[config.mk]
export PLATFORM = sky130hd
export DESIGN_NAME = fp16_to_int16_cvt
export DESIGN_NICKNAME = d
export VERILOG_FILES = /design/src/rtl/fp16_to_int16_cvt_pkg.sv /design/src/rtl/fp16_mag_shift.sv /design/src/rtl/fp16_to_int16_cvt.sv
export SDC_FILE = /design/constraint.sdc
export NUM_CORES = 1
export LEC_CHECK = 0
export ABC_AREA = 1
export ABC_CLOCK_PERIOD_IN_PS = 4200
export CORE_MARGIN = 2
export CORE_UTILIZATION = 30
export DETAILED_ROUTE_END_ITERATION = 8
export GPL_TIMING_DRIVEN = 0
export PLACE_DENSITY = 0.5
export SLEW_MARGIN = 10
export SYNTH_ARGS = -nofsm -noshare
export SYNTH_HDL_FRONTEND = slang
export SYNTH_SLANG_ARGS = --single-unit
[constraint.sdc]
create_clock -name clk -period 4.2 [get_ports clk]
set_input_delay 0.84 -clock clk [delete_from_list [all_inputs] [get_ports clk]]
set_output_delay 0.84 -clock clk [all_outputs]
set_load 0.005 [all_outputs]
[src/rtl/fp16_to_int16_cvt_pkg.sv]
// Shared constants, types and operand classification for the FP16 -> int16 converter.
package fp16_to_int16_cvt_pkg;

  // FP16 layout: [15] sign, [EMSB:FMSB+1] exponent, [FMSB:0] significand.
  localparam int unsigned FP16      = 16;
  localparam int unsigned EMSB      = 14;
  localparam int unsigned FMSB      = 9;
  localparam int unsigned FP16_BIAS = 15;

  localparam int unsigned ExpW = EMSB - FMSB;
  localparam int unsigned SigW = FMSB + 1;
  localparam int unsigned MagW = 15;

  localparam logic [FP16-1:0] INT16_MAX = 16'h7FFF;
  localparam logic [FP16-1:0] INT16_MIN = 16'h8000;

  // Exponent codes with special meaning.
  localparam logic [ExpW-1:0] ExpBias = ExpW'(FP16_BIAS);
  localparam logic [ExpW-1:0] ExpSat  = ExpW'(30);
  localparam logic [ExpW-1:0] ExpInf  = ExpW'(31);

  // Result class decided in S1, acted on in S2.
  typedef enum logic [1:0] {
    KindNum,  // in range, magnitude is valid
    KindOvf,  // saturate by sign, overflow flag
    KindNan,  // zero result, invalid flag
    KindMin   // exactly -32768, representable
  } kind_e;

  typedef struct packed {
    logic            sign;
    kind_e           kind;
    logic [MagW-1:0] mag;
    logic            sticky;
  } s1_t;

  // Classify an operand by its exponent/significand.
  function automatic kind_e classify(input logic            sign,
                                     input logic [ExpW-1:0] exp,
                                     input logic [SigW-1:0] sig);
    kind_e k;
    k = KindNum;
    if (exp == ExpInf) begin
      k = (sig != '0) ? KindNan : KindOvf;
    end else if (exp == ExpSat) begin
      // |x| >= 32768: only -32768 itself is representable.
      k = (sign && (sig == '0)) ? KindMin : KindOvf;
    end
    return k;
  endfunction

endpackage

[src/rtl/fp16_mag_shift.sv]
// Combinational S1 datapath: exponent-driven shift of the mantissa into a
// 15-bit integer magnitude plus the sticky (discarded fraction) bit.
module fp16_mag_shift
  import fp16_to_int16_cvt_pkg::*;
(
  input  logic [ExpW-1:0] exp,
  input  logic [SigW-1:0] sig,
  output logic [MagW-1:0] mag,
  output logic            sticky
);

  logic [SigW:0]   mant;
  logic [3:0]      e;
  // Fixed point: [24:10] integer part, [9:0] fraction part.
  logic [24:0]     fixed;

  // Shift mantissa by the unbiased exponent; fraction bits form the sticky bit.
  always_comb begin
    mant   = {1'b1, sig};
    e      = '0;
    fixed  = '0;
    mag    = '0;
    sticky = 1'b0;
    if (exp < ExpBias) begin
      // |x| < 1 (including zero/subnormal): truncates to zero.
      sticky = (exp != '0) || (sig != '0);
    end else if (exp < ExpSat) begin
      e      = 4'(exp - ExpBias);
      fixed  = {14'd0, mant} << e;
      mag    = fixed[24:10];
      sticky = |fixed[9:0];
    end
  end

endmodule

[src/rtl/fp16_to_int16_cvt.sv]
// Two-stage FP16 -> int16 converter, truncating toward zero.
// S1 decodes and shifts the operand; S2 negates, saturates and raises flags.
module fp16_to_int16_cvt
  import fp16_to_int16_cvt_pkg::*;
(
  input  logic            clk,
  input  logic            rst_n,
  input  logic            in_valid,
  output logic            in_ready,
  input  logic [FP16-1:0] i,
  output logic            out_valid,
  input  logic            out_ready,
  output logic [FP16-1:0] o,
  output logic            overflow,
  output logic            invalid,
  output logic            inexact
);

  logic            s1_valid_q;
  s1_t             s1_d, s1_q;
  logic            s2_valid_q;
  logic [FP16-1:0] o_d, o_q;
  logic            overflow_d, overflow_q;
  logic            invalid_d, invalid_q;
  logic            inexact_d, inexact_q;
  logic            s2_en;
  logic [MagW-1:0] mag_w;
  logic            sticky_w;
  logic [FP16-1:0] mag16;

  // S2 may load when empty or when its result leaves this cycle.
  assign s2_en    = !s2_valid_q || out_ready;
  assign in_ready = !s1_valid_q || s2_en;

  fp16_mag_shift u_mag_shift (
    .exp    (i[EMSB:FMSB+1]),
    .sig    (i[FMSB:0]),
    .mag    (mag_w),
    .sticky (sticky_w)
  );

  // S1 next-state: classify operand and capture shifted magnitude.
  always_comb begin
    s1_d        = '0;
    s1_d.sign   = i[FP16-1];
    s1_d.kind   = classify(i[FP16-1], i[EMSB:FMSB+1], i[FMSB:0]);
    s1_d.mag    = mag_w;
    s1_d.sticky = sticky_w;
  end

  // S1 pipeline register; captures only on an accepted input.
  always_ff @(posedge clk or negedge rst_n) begin
    if (!rst_n) begin
      s1_valid_q <= 1'b0;
      s1_q       <= '0;
    end else if (in_ready) begin
      s1_valid_q <= in_valid;
      if (in_valid) begin
        s1_q <= s1_d;
      end
    end
  end

  // S2 next-state: sign application, saturation and flag selection.
  always_comb begin
    mag16      = {1'b0, s1_q.mag};
    o_d        = '0;
    overflow_d = 1'b0;
    invalid_d  = 1'b0;
    inexact_d  = 1'b0;
    unique case (s1_q.kind)
      KindNum: begin
        // Negating a zero magnitude gives zero, so -0 maps to 0x0000.
        o_d       = s1_q.sign ? 16'(-mag16) : mag16;
        inexact_d = s1_q.sticky;
      end
      KindOvf: begin
        o_d        = s1_q.sign ? INT16_MIN : INT16_MAX;
        overflow_d = 1'b1;
      end
      KindNan: begin
        o_d       = '0;
        invalid_d = 1'b1;
      end
      KindMin: begin
        o_d = INT16_MIN;
      end
    endcase
  end

  // S2 output register; holds while the consumer stalls.
  always_ff @(posedge clk or negedge rst_n) begin
    if (!rst_n) begin
      s2_valid_q <= 1'b0;
      o_q        <= '0;
      overflow_q <= 1'b0;
      invalid_q  <= 1'b0;
      inexact_q  <= 1'b0;
    end else if (s2_en) begin
      s2_valid_q <= s1_valid_q;
      if (s1_valid_q) begin
        o_q        <= o_d;
        overflow_q <= overflow_d;
        invalid_q  <= invalid_d;
        inexact_q  <= inexact_d;
      end
    end
  end

  assign out_valid = s2_valid_q;
  assign o         = o_q;
  assign overflow  = overflow_q;
  assign invalid   = invalid_q;
  assign inexact   = inexact_q;

endmodule

==> run summary <==
XOR/XNOR Fraction of Synth Area = 0%
CP max FO = 12
ANT nets after route = 0
Starting density of the core = 30.5%
Synth area leaders = dfrtp_1 36%, nand2_1 12%, nand3_1 7.9%
Post-cts gate resize count = 0
DIE AREA = 10,100 um2
Most frequent cell after synthesis = nand2_1
Hold Path Class = in2async
Syn_nets = 412
Tot GR Track Use = 15.3%
Sequential share of the synthesized area = 36.0%
Routed wire length = 7170 um
H-tree levels = 2
RePlAce Congestion = 0.885
First-pass GRT wire length = 12,400 um
VDD IR max = 136 uV
Unrepaired setup endpoints after global routing = false
Setup TNS = 0 ps
Layout area overhead = 24.3%
Routed len/inst = 13.1 um
Synth Flop Type = dfrtp_1
Total number of vias = 2,624
Run status = complete, no violations
Relative slew slack = 57.8%
Compound-Gate Fraction of Synth Area = 15.8%
Antenna violations before repair = 0
DP HPWL = 5870 um
Layout cells sized above 1 = 12.6%
GRT overflow = 0
Post-Layout Cell Count = 547
Die height = 100 um
Setup bufs post-CTS = 0
CTS buffer count = 5
Avg Inst Size Synth = 7.19 um2
Die W = 100 um
Maximum root-to-sink buffer count = 2
Vias in the first global route = 2,550
EDFF count, synth = 0
Drt first pass iters = 4
Simple-gate portion of the synthesized area = 37.0%
Final net count = 460
Critical path class = in2reg
Post-route DRC = 0
Worst hold margin = 475 ps
CP startpoint kind = input pin
Most frequent cells after synthesis = 91 x nand2_1, 50 x nor2_1, 44 x nand3_1
Leak = 1.59 nW
Worst path required time = 4400 ps
Crit path DAT = 3270 ps
Maximum clock frequency = 326 MHz
Setup Viol. Count Final = 0
Top-area cell type share of the netlist area = 36.0%
Post-Syn Instances = 387
P per Cell Area = 409 nW/um2
Post-synthesis mux area share = 0%
# port buffers = 40
Core Rows = 35
Reg clk slew, reported paths = 90 ps
Adder-cell area share of the yosys netlist = 2.25%
Hold Vio Cnt, Final = 0
Worst setup EP type = flop
Initial DRC count = 117
Synth unique cells = 40
Clk_skew = 11.4 ps
Worst-Margin Slew = 628 ps
Core Region = 9110 um2
Fin crit period = 3070 ps
Boundary Pins = 41
Top cell type by total area after synthesis = dfrtp_1
Post-Syn Area = 2780 um2
CTS Root Cell = clkbuf_8
Max-cap violation count = 0
Final Max Tran Viols = 0
Async set-reset flop share out of synthesis = 100%
Synth Warn # = 0
Clock Sinks = 40
Largest family of logic cells by synthesized area = simple AND/OR/NAND/NOR gates
Fin util = 38.0%
CTS tree = done
Largest net degree at the start of global routing = 24
Total power = 0.00142 W
Seq cells post-synth = 40
Fin crit share = 73.1%
Via-to-Cell Ratio = 4.80
Placed cells = 539
Hold_buf cts = 0
Worst-Skew Late Latency = 300 ps
# diodes = 0
cell usage in the layout, fill, tap and decap left out, types with 9 or more instances in the layout:
| master | netlist | layout |
|---|---|---|
| nand2_1 | 91 | 91 |
| nor2_1 | 50 | 50 |
| nand3_1 | 44 | 44 |
| dfrtp_1 | 40 | 40 |
| clkdlybuf4s50_1 | 0 | 39 |
| inv_1 | 29 | 29 |
| o21ai_0 | 21 | 21 |
| a21oi_1 | 19 | 19 |
| nand3_2 | 9 | 9 |
| o22ai_1 | 9 | 9 |
power breakdown:
part           internal [W]  switching (W)
Sequential         0.000475      0.0000511
Combinational      0.000270       0.000295
Clock              0.000179       0.000145
critical path: stages:
cell             delay, ps
clkdlybuf4s50_1        680
inv_2                   70
buf_6                  170
ha_1                   360
inv_1                  140
buf_4                  190
nand3_1                120
nand3_1                130
nand2_1                100
nand2_1                 70
nand2_1                 50
nor2_1                  80
nand3_1                130
nand2_1                100
a21oi_2                 50
logic make-up (layout without fill, tap and decap cells):
kind of cell | count (synthesis) | in the layout
adders and majority gates | 5 | 5
DFF | 40 | 40
AOI/OAI and AO/OA | 74 | 74
buffers and inverters | 50 | 99
and+or+nand+nor | 218 | 218
final cells by class:
class	count	area, um2
Sequential cell	40	1000
Fill cell	1003	5650
Buffer	14	113
Clock buffer	5	68.8
Multi-Input combinational cell	297	1530
Clock inverter	3	46.3
Inverter	36	138
Tap cell	111	139
Timing Repair Buffer	41	423
worst paths after layout:
check	start	end	depth (start not counted)	slack [ps]
max in group asynchronous	rst_n	mag16[4]	2	3250
hold reg to reg	o[15]	o[15]	2	490
setup / recovery	i[10]	s1_q[0]	15	1130
setup reg to reg	out_valid	o[2]	5	2430
min in group clk	o[15]	o[15]	2	490
hold / removal	rst_n	o[14]	1	480
sequential cells by signal (all words and copies together) (netlist names):
name,count
o,16
mag16,15
s1_q,4
inexact,1
invalid,1
out_valid,1
overflow,1
s1_valid_q,1
metal layers:
metal,GRT usage (%),routed length [um],vias up
li1,-,-,1392
met1,19.9,3390,1167
met2,26.8,3420,56
met3,1.74,258,9
met4,4.32,99,0
met5,0,0,-
through the flow:
step | worst slack, ps | instance area [um2]
3_3_place_gp | 804 | 3320
4_1_cts | 1110 | 3460
5_1_grt | 901 | 3460
6_report | 1130 | 3460
2_1_floorplan | 1900 | 2780
3_5_place_dp | 786 | 3340
No activity file was read; power rests on OpenSTA's default activity.
==> RTL change 1, RTL diff (same flow settings) <==
Register the output `overflow` once more, cleared by the reset; this adds one clock of latency there. The other outputs are not delayed to match.
--- a/src/rtl/fp16_to_int16_cvt.sv
+++ b/src/rtl/fp16_to_int16_cvt.sv
@@ -109,7 +109,13 @@
 
   assign out_valid = s2_valid_q;
   assign o         = o_q;
-  assign overflow  = overflow_q;
+  always_ff @(posedge clk or negedge rst_n) begin
+    if (!rst_n) begin
+      overflow <= '0;
+    end else begin
+      overflow <= overflow_q;
+    end
+  end
   assign invalid   = invalid_q;
   assign inexact   = inexact_q;
 
Behaviour: not the same (a bounded check fails within 4 cycles, from zero or initial values and one cycle with rst_n low).
==> RTL change 1 against the unedited design <==
Final area grew 0.11%. Sequential power grew 2%. Critical path depth shrank 6. Area after synthesis grew 0.90%. Power shrank 2.4%. Combinational power is essentially flat. Sequential cell count grew 1. Routed wire length shrank 1.8%. Clock power shrank 14%. Setup slack gained 0.11 ns.
==> RTL change 1: results (changes against the unedited design) <==
min_path_type: "reg -> reg"  # was in -> async
run_status: "finished clean"  # unchanged
preCtsSetupSlack_ns: 0.917  # was 0.786 ns
tightest_slew_ns: 0.788  # was 0.628 ns
total_grt_usage_pct: 14.8  # was 15.3%
drive_above_1_share_pct: 12.6  # about the same
design.final.nets: 461  # was 460
wire_length_of_the_first_global_routing_pass_um: 12100  # was 12,400 um
crit_arrival_ns: 3.13  # was 3.27 ns
list_of_most_frequent_post_synthesis_cells: "sky130_fd_sc_hd__nand2_1 (91), sky130_fd_sc_hd__nor2_1 (50), sky130_fd_sc_hd__nand3_1 (44), sky130_fd_sc_hd__dfrtp_1 (41), sky130_fd_sc_hd__inv_1 (29)"  # was sky130_fd_sc_hd__nand2_1 (91), sky130_fd_sc_hd__nor2_1 (50), sky130_fd_sc_hd__nand3_1 (44), sky130_fd_sc_hd__dfrtp_1 (40), sky130_fd_sc_hd__inv_1 (29)
first_iter_violations: 116  # was 117
layout.filler_cells: 1010  # was 1,003
final_replace_weighted_congestion: 0.834  # was 0.885
hpwlAfterDp_um: 5790  # was 5870 um
total_leakage_power_nw: 1.60  # was 1.59 nW
reg2reg_from: "mag16[0]$_DFFE_PN0P_"  # was out_valid$_DFFE_PN0P_
vias: 2666  # was 2,624
final_period_minus_worst_setup_slack_ns: 2.96  # was 3.07 ns
largest_net_degree_at_the_start_of_global_routing: 26  # was 24
post_synth_main_area_contributors: "sky130_fd_sc_hd__dfrtp_1 (37%), sky130_fd_sc_hd__nand2_1 (12%), sky130_fd_sc_hd__nand3_1 (7.8%)"  # was sky130_fd_sc_hd__dfrtp_1 (36%), sky130_fd_sc_hd__nand2_1 (12%), sky130_fd_sc_hd__nand3_1 (7.9%)
fin_worst_hold_slack_ns: 0.391  # was 0.475 ns
postSynthNetCount: 413  # was 412
grt_pass1_vias: 2578  # was 2,550
internal-power_mw: 0.903  # was 0.924 mW
critical-path-max-stage-delay_ns: 0.66  # was 0.68 ns
sequential_cell_area_fraction_in_the_yosys_report_pct: 36.6  # was 36.0%
[RTL change 1: final cells by class]
class,instances,area share [%]
plain buffers,14,3.25
repair buffers,41,12.0
well taps,111,4.01
flip-flops and latches,41,29.6
clock inverters,1,0.145
clock buffers,7,2.78
inverters,36,3.98
multi-input cells,297,44.2
[RTL change 1: power by group through the flow]
stage               Sequential, mW  Combinational, mW  Clock (mW)
floorplan                    0.547              0.312           0
global placement             0.546              0.559           0
detailed placement           0.548              0.566           0
CTS                          0.540              0.569       0.288
global route                 0.551              0.634       0.305
finish                       0.539              0.563       0.279
[RTL change 1: final timing paths]
path / end / cells past startpoint
min in group asynchronous: o[1]$_DFFE_PN0P_ / 1
worst min-delay path: overflow$_DFF_PN0_ / 0
max in group asynchronous: mag16[3]$_DFFE_PN0P_ / 2
worst min register to register: overflow$_DFF_PN0_ / 0
worst max-delay path: mag16[1]$_DFFE_PN0P_ / 9
worst max register to register: o[10]$_DFFE_PN0P_ / 10
[RTL change 1: kinds of logic (layout without fill, tap and decap cells)]
group,Yosys count,in the layout,share of synthesized area (%)
AO/OA/AOI/OAI,74,74,15.6
adder cells (fa/ha/maj),5,5,2.23
buffers and inverters,50,99,8.92
flip-flops,41,41,36.6
AND/OR/NAND/NOR,218,218,36.6
[RTL change 1: metrics by stage]
step           instance area, um2  instances  util (%)
2_1_floorplan                2810        388         -
3_3_place_gp                 3350        539      36.6
3_5_place_dp                 3360        540      36.7
4_1_cts                      3460        548      37.8
5_1_grt                      3460        548      37.8
6_report                     3460        548      37.8
[RTL change 1: routing by layer]
layer  global-route usage (%)  part of all wire, %
met1                     19.7                   48
met2                     25.3                   46
met3                     2.08                  3.9
met4                     3.58                  1.4
met5                        0                    0
==> RTL change 2, RTL diff (config.mk and constraints unchanged) <==
Without the edit above. The package constant `INT16_MAX` goes from 16'h7FFF to 16'h3FFF.
--- a/src/rtl/fp16_to_int16_cvt_pkg.sv
+++ b/src/rtl/fp16_to_int16_cvt_pkg.sv
@@ -11,7 +11,7 @@
   localparam int unsigned SigW = FMSB + 1;
   localparam int unsigned MagW = 15;
 
-  localparam logic [FP16-1:0] INT16_MAX = 16'h7FFF;
+  localparam logic [FP16-1:0] INT16_MAX = 16'h3FFF;
   localparam logic [FP16-1:0] INT16_MIN = 16'h8000;
 
   // Exponent codes with special meaning.
Check against the original RTL: not equivalent (a bounded check fails within 4 cycles, from zero or initial values and one cycle with rst_n low).
==> RTL change 2 against the unedited design <==
Clock skew is 0.0011 ns lower. Maximum frequency increased by 0.94%. Utilization is 0.50 points higher. Routed wire length decreased by 1.0%. Largest cell class unchanged. Sequential cell count unchanged. First-iteration DRC count increased by 3.4%. Synthesized cell count up 0.52%. Power fell by 2.0%. Sequential power barely moved. Area after synthesis is 3.2% lower. Die area is 3.1% lower. Final area is 3.0% lower. Setup slack gained 0.029 ns.
==> RTL change 2: results (changes against the unedited design) <==
met2WireLength_um: 3290  # was 3420 um
cts_buf_count: 5  # unchanged
design.final.nets: 462  # was 460
met3WireLength_um: 206  # was 258 um
tightest_slew_ns: 0.612  # was 0.628 ns
vdd.ir_drop.worst_v: 0.000155  # was 0.000136 V
synth_async_sr_flop_share_pct: 100  # unchanged
run_status: "finished clean"  # unchanged
largest_register_ffs: 16  # unchanged
sequential_cell_area_fraction_in_the_yosys_report_pct: 37.2  # was 36.0%
dr_wl_cell_um: 13.0  # was 13.1 um
postSynthNetCount: 414  # was 412
place_inst: 538  # was 539
cts.clk_slew.worst_paths_ns: 0.08
wl_met1_um: 3520  # was 3390 um
hpwlAfterDp_um: 5770  # was 5870 um
preCtsSetupSlack_ns: 0.823  # was 0.786 ns
post_synth_main_area_contributors: "sky130_fd_sc_hd__dfrtp_1 (37%), sky130_fd_sc_hd__nand2_1 (14%), sky130_fd_sc_hd__nand3_1 (8.6%)"  # was sky130_fd_sc_hd__dfrtp_1 (36%), sky130_fd_sc_hd__nand2_1 (12%), sky130_fd_sc_hd__nand3_1 (7.9%)
via_per_inst: 4.72  # was 4.80
routed_wl_um: 7100  # was 7170 um
drt-pass1-iter-count: 4  # unchanged
drive_above_1_share_pct: 8.22  # was 12.6%
crit_arrival_ns: 3.22  # was 3.27 ns
critical-path-max-stage-delay_ns: 0.63  # was 0.68 ns
largest_net_degree_at_the_start_of_global_routing: 25  # was 24
total_grt_usage_pct: 15.2  # was 15.3%
final_replace_weighted_congestion: 0.857  # was 0.885
cts_setup_buffers: 0  # unchanged
synth_cell_types: 37  # was 40
wire_length_of_the_first_global_routing_pass_um: 11900  # was 12,400 um
postCtsResizedCells: 0  # unchanged
grt_pass1_vias: 2444  # was 2,550
finalClockSkew_ns: 0.0102  # was 0.0114 ns
first_iter_violations: 121  # was 117
post_synth.cell_area_avg_um2: 6.92  # was 7.19 um2
list_of_most_frequent_post_synthesis_cells: "sky130_fd_sc_hd__nand2_1 (102), sky130_fd_sc_hd__nor2_1 (56), sky130_fd_sc_hd__nand3_1 (46), sky130_fd_sc_hd__dfrtp_1 (40), sky130_fd_sc_hd__inv_1 (29)"  # was sky130_fd_sc_hd__nand2_1 (91), sky130_fd_sc_hd__nor2_1 (50), sky130_fd_sc_hd__nand3_1 (44), sky130_fd_sc_hd__dfrtp_1 (40), sky130_fd_sc_hd__inv_1 (29)
total_leakage_power_nw: 1.56  # was 1.59 nW
-- RTL change 2: cell count changes after synthesis, moves of 4 or more --
cell / delta
sky130_fd_sc_hd__nand3_2: -8
sky130_fd_sc_hd__nand2_2: -7
sky130_fd_sc_hd__o21ai_0: +5
sky130_fd_sc_hd__nor2_1: +6
sky130_fd_sc_hd__buf_2: +4
sky130_fd_sc_hd__nand2_1: +11
-- RTL change 2: path summary, 6_finish.rpt --
check	depth (start not counted)	slack, ns	to	from
max	9	1.16	mag16[1]$_DFFE_PN0P_	i[10]
min	1	0.46	o[14]$_DFFE_PN0P_	rst_n
max reg2reg	8	2.48	o[10]$_DFFE_PN0P_	mag16[0]$_DFFE_PN0P_
min reg2reg	2	0.49	overflow$_DFFE_PN0P_	overflow$_DFFE_PN0P_
max in group asynchronous	2	3.28	mag16[5]$_DFFE_PN0P_	rst_n
min in group clk	2	0.49	overflow$_DFFE_PN0P_	overflow$_DFFE_PN0P_
-- RTL change 2: final cells by class --
cell class	instances	area, um2
clock inverter	3	42.5
clock buffer	5	68.8
buffer	15	108
timing repair buffer	41	415
fill	943	5370
inverter	34	130
tap	108	135
multi-input combinational	300	1450
sequential	40	1000
-- RTL change 2: where the power goes --
part           internal [mW]  total [mW]  switching [mW]
sequential             0.474       0.526          0.0517
combinational          0.262       0.545           0.283
clock                  0.176       0.316           0.140
-- RTL change 2: worst register-to-register path: stages, from the launching register on --
cell                       delay (ns)
sky130_fd_sc_hd__dfrtp_1         0.38
sky130_fd_sc_hd__inv_1           0.14
sky130_fd_sc_hd__ha_1            0.20
sky130_fd_sc_hd__nand2_1         0.08
sky130_fd_sc_hd__nor2_1          0.23
sky130_fd_sc_hd__a21oi_1         0.17
sky130_fd_sc_hd__a21boi_0        0.20
sky130_fd_sc_hd__o21ai_0         0.13
sky130_fd_sc_hd__a21oi_1         0.13
-- RTL change 2: stage by stage --
step	area (um2)	util [%]
finish	3350	38.5
global route	3350	38.5
CTS	3350	38.5
detailed placement	3240	37.2
global placement	3230	37.0
floorplan	2690	-
-- RTL change 2: cells by family (layout without fill, tap and decap cells) --
| logic type | count (synthesis) | count (layout) | share of synthesized area, % |
|---|---|---|---|
| AND/OR/NAND/NOR | 220 | 220 | 35.2 |
| AO/OA/AOI/OAI | 75 | 75 | 16.5 |
| buffers and inverters | 49 | 98 | 8.83 |
| flip-flops | 40 | 40 | 37.2 |
| adder cells (fa/ha/maj) | 5 | 5 | 2.32 |
-- RTL change 2: layer usage --
layer / vias to the layer above / GRT usage [%]
met4: 0 / 3.37
met3: 7 / 2.62
li1: 1392 / -
met1: 1137 / 20.6
met2: 42 / 25.6
met5: - / 0
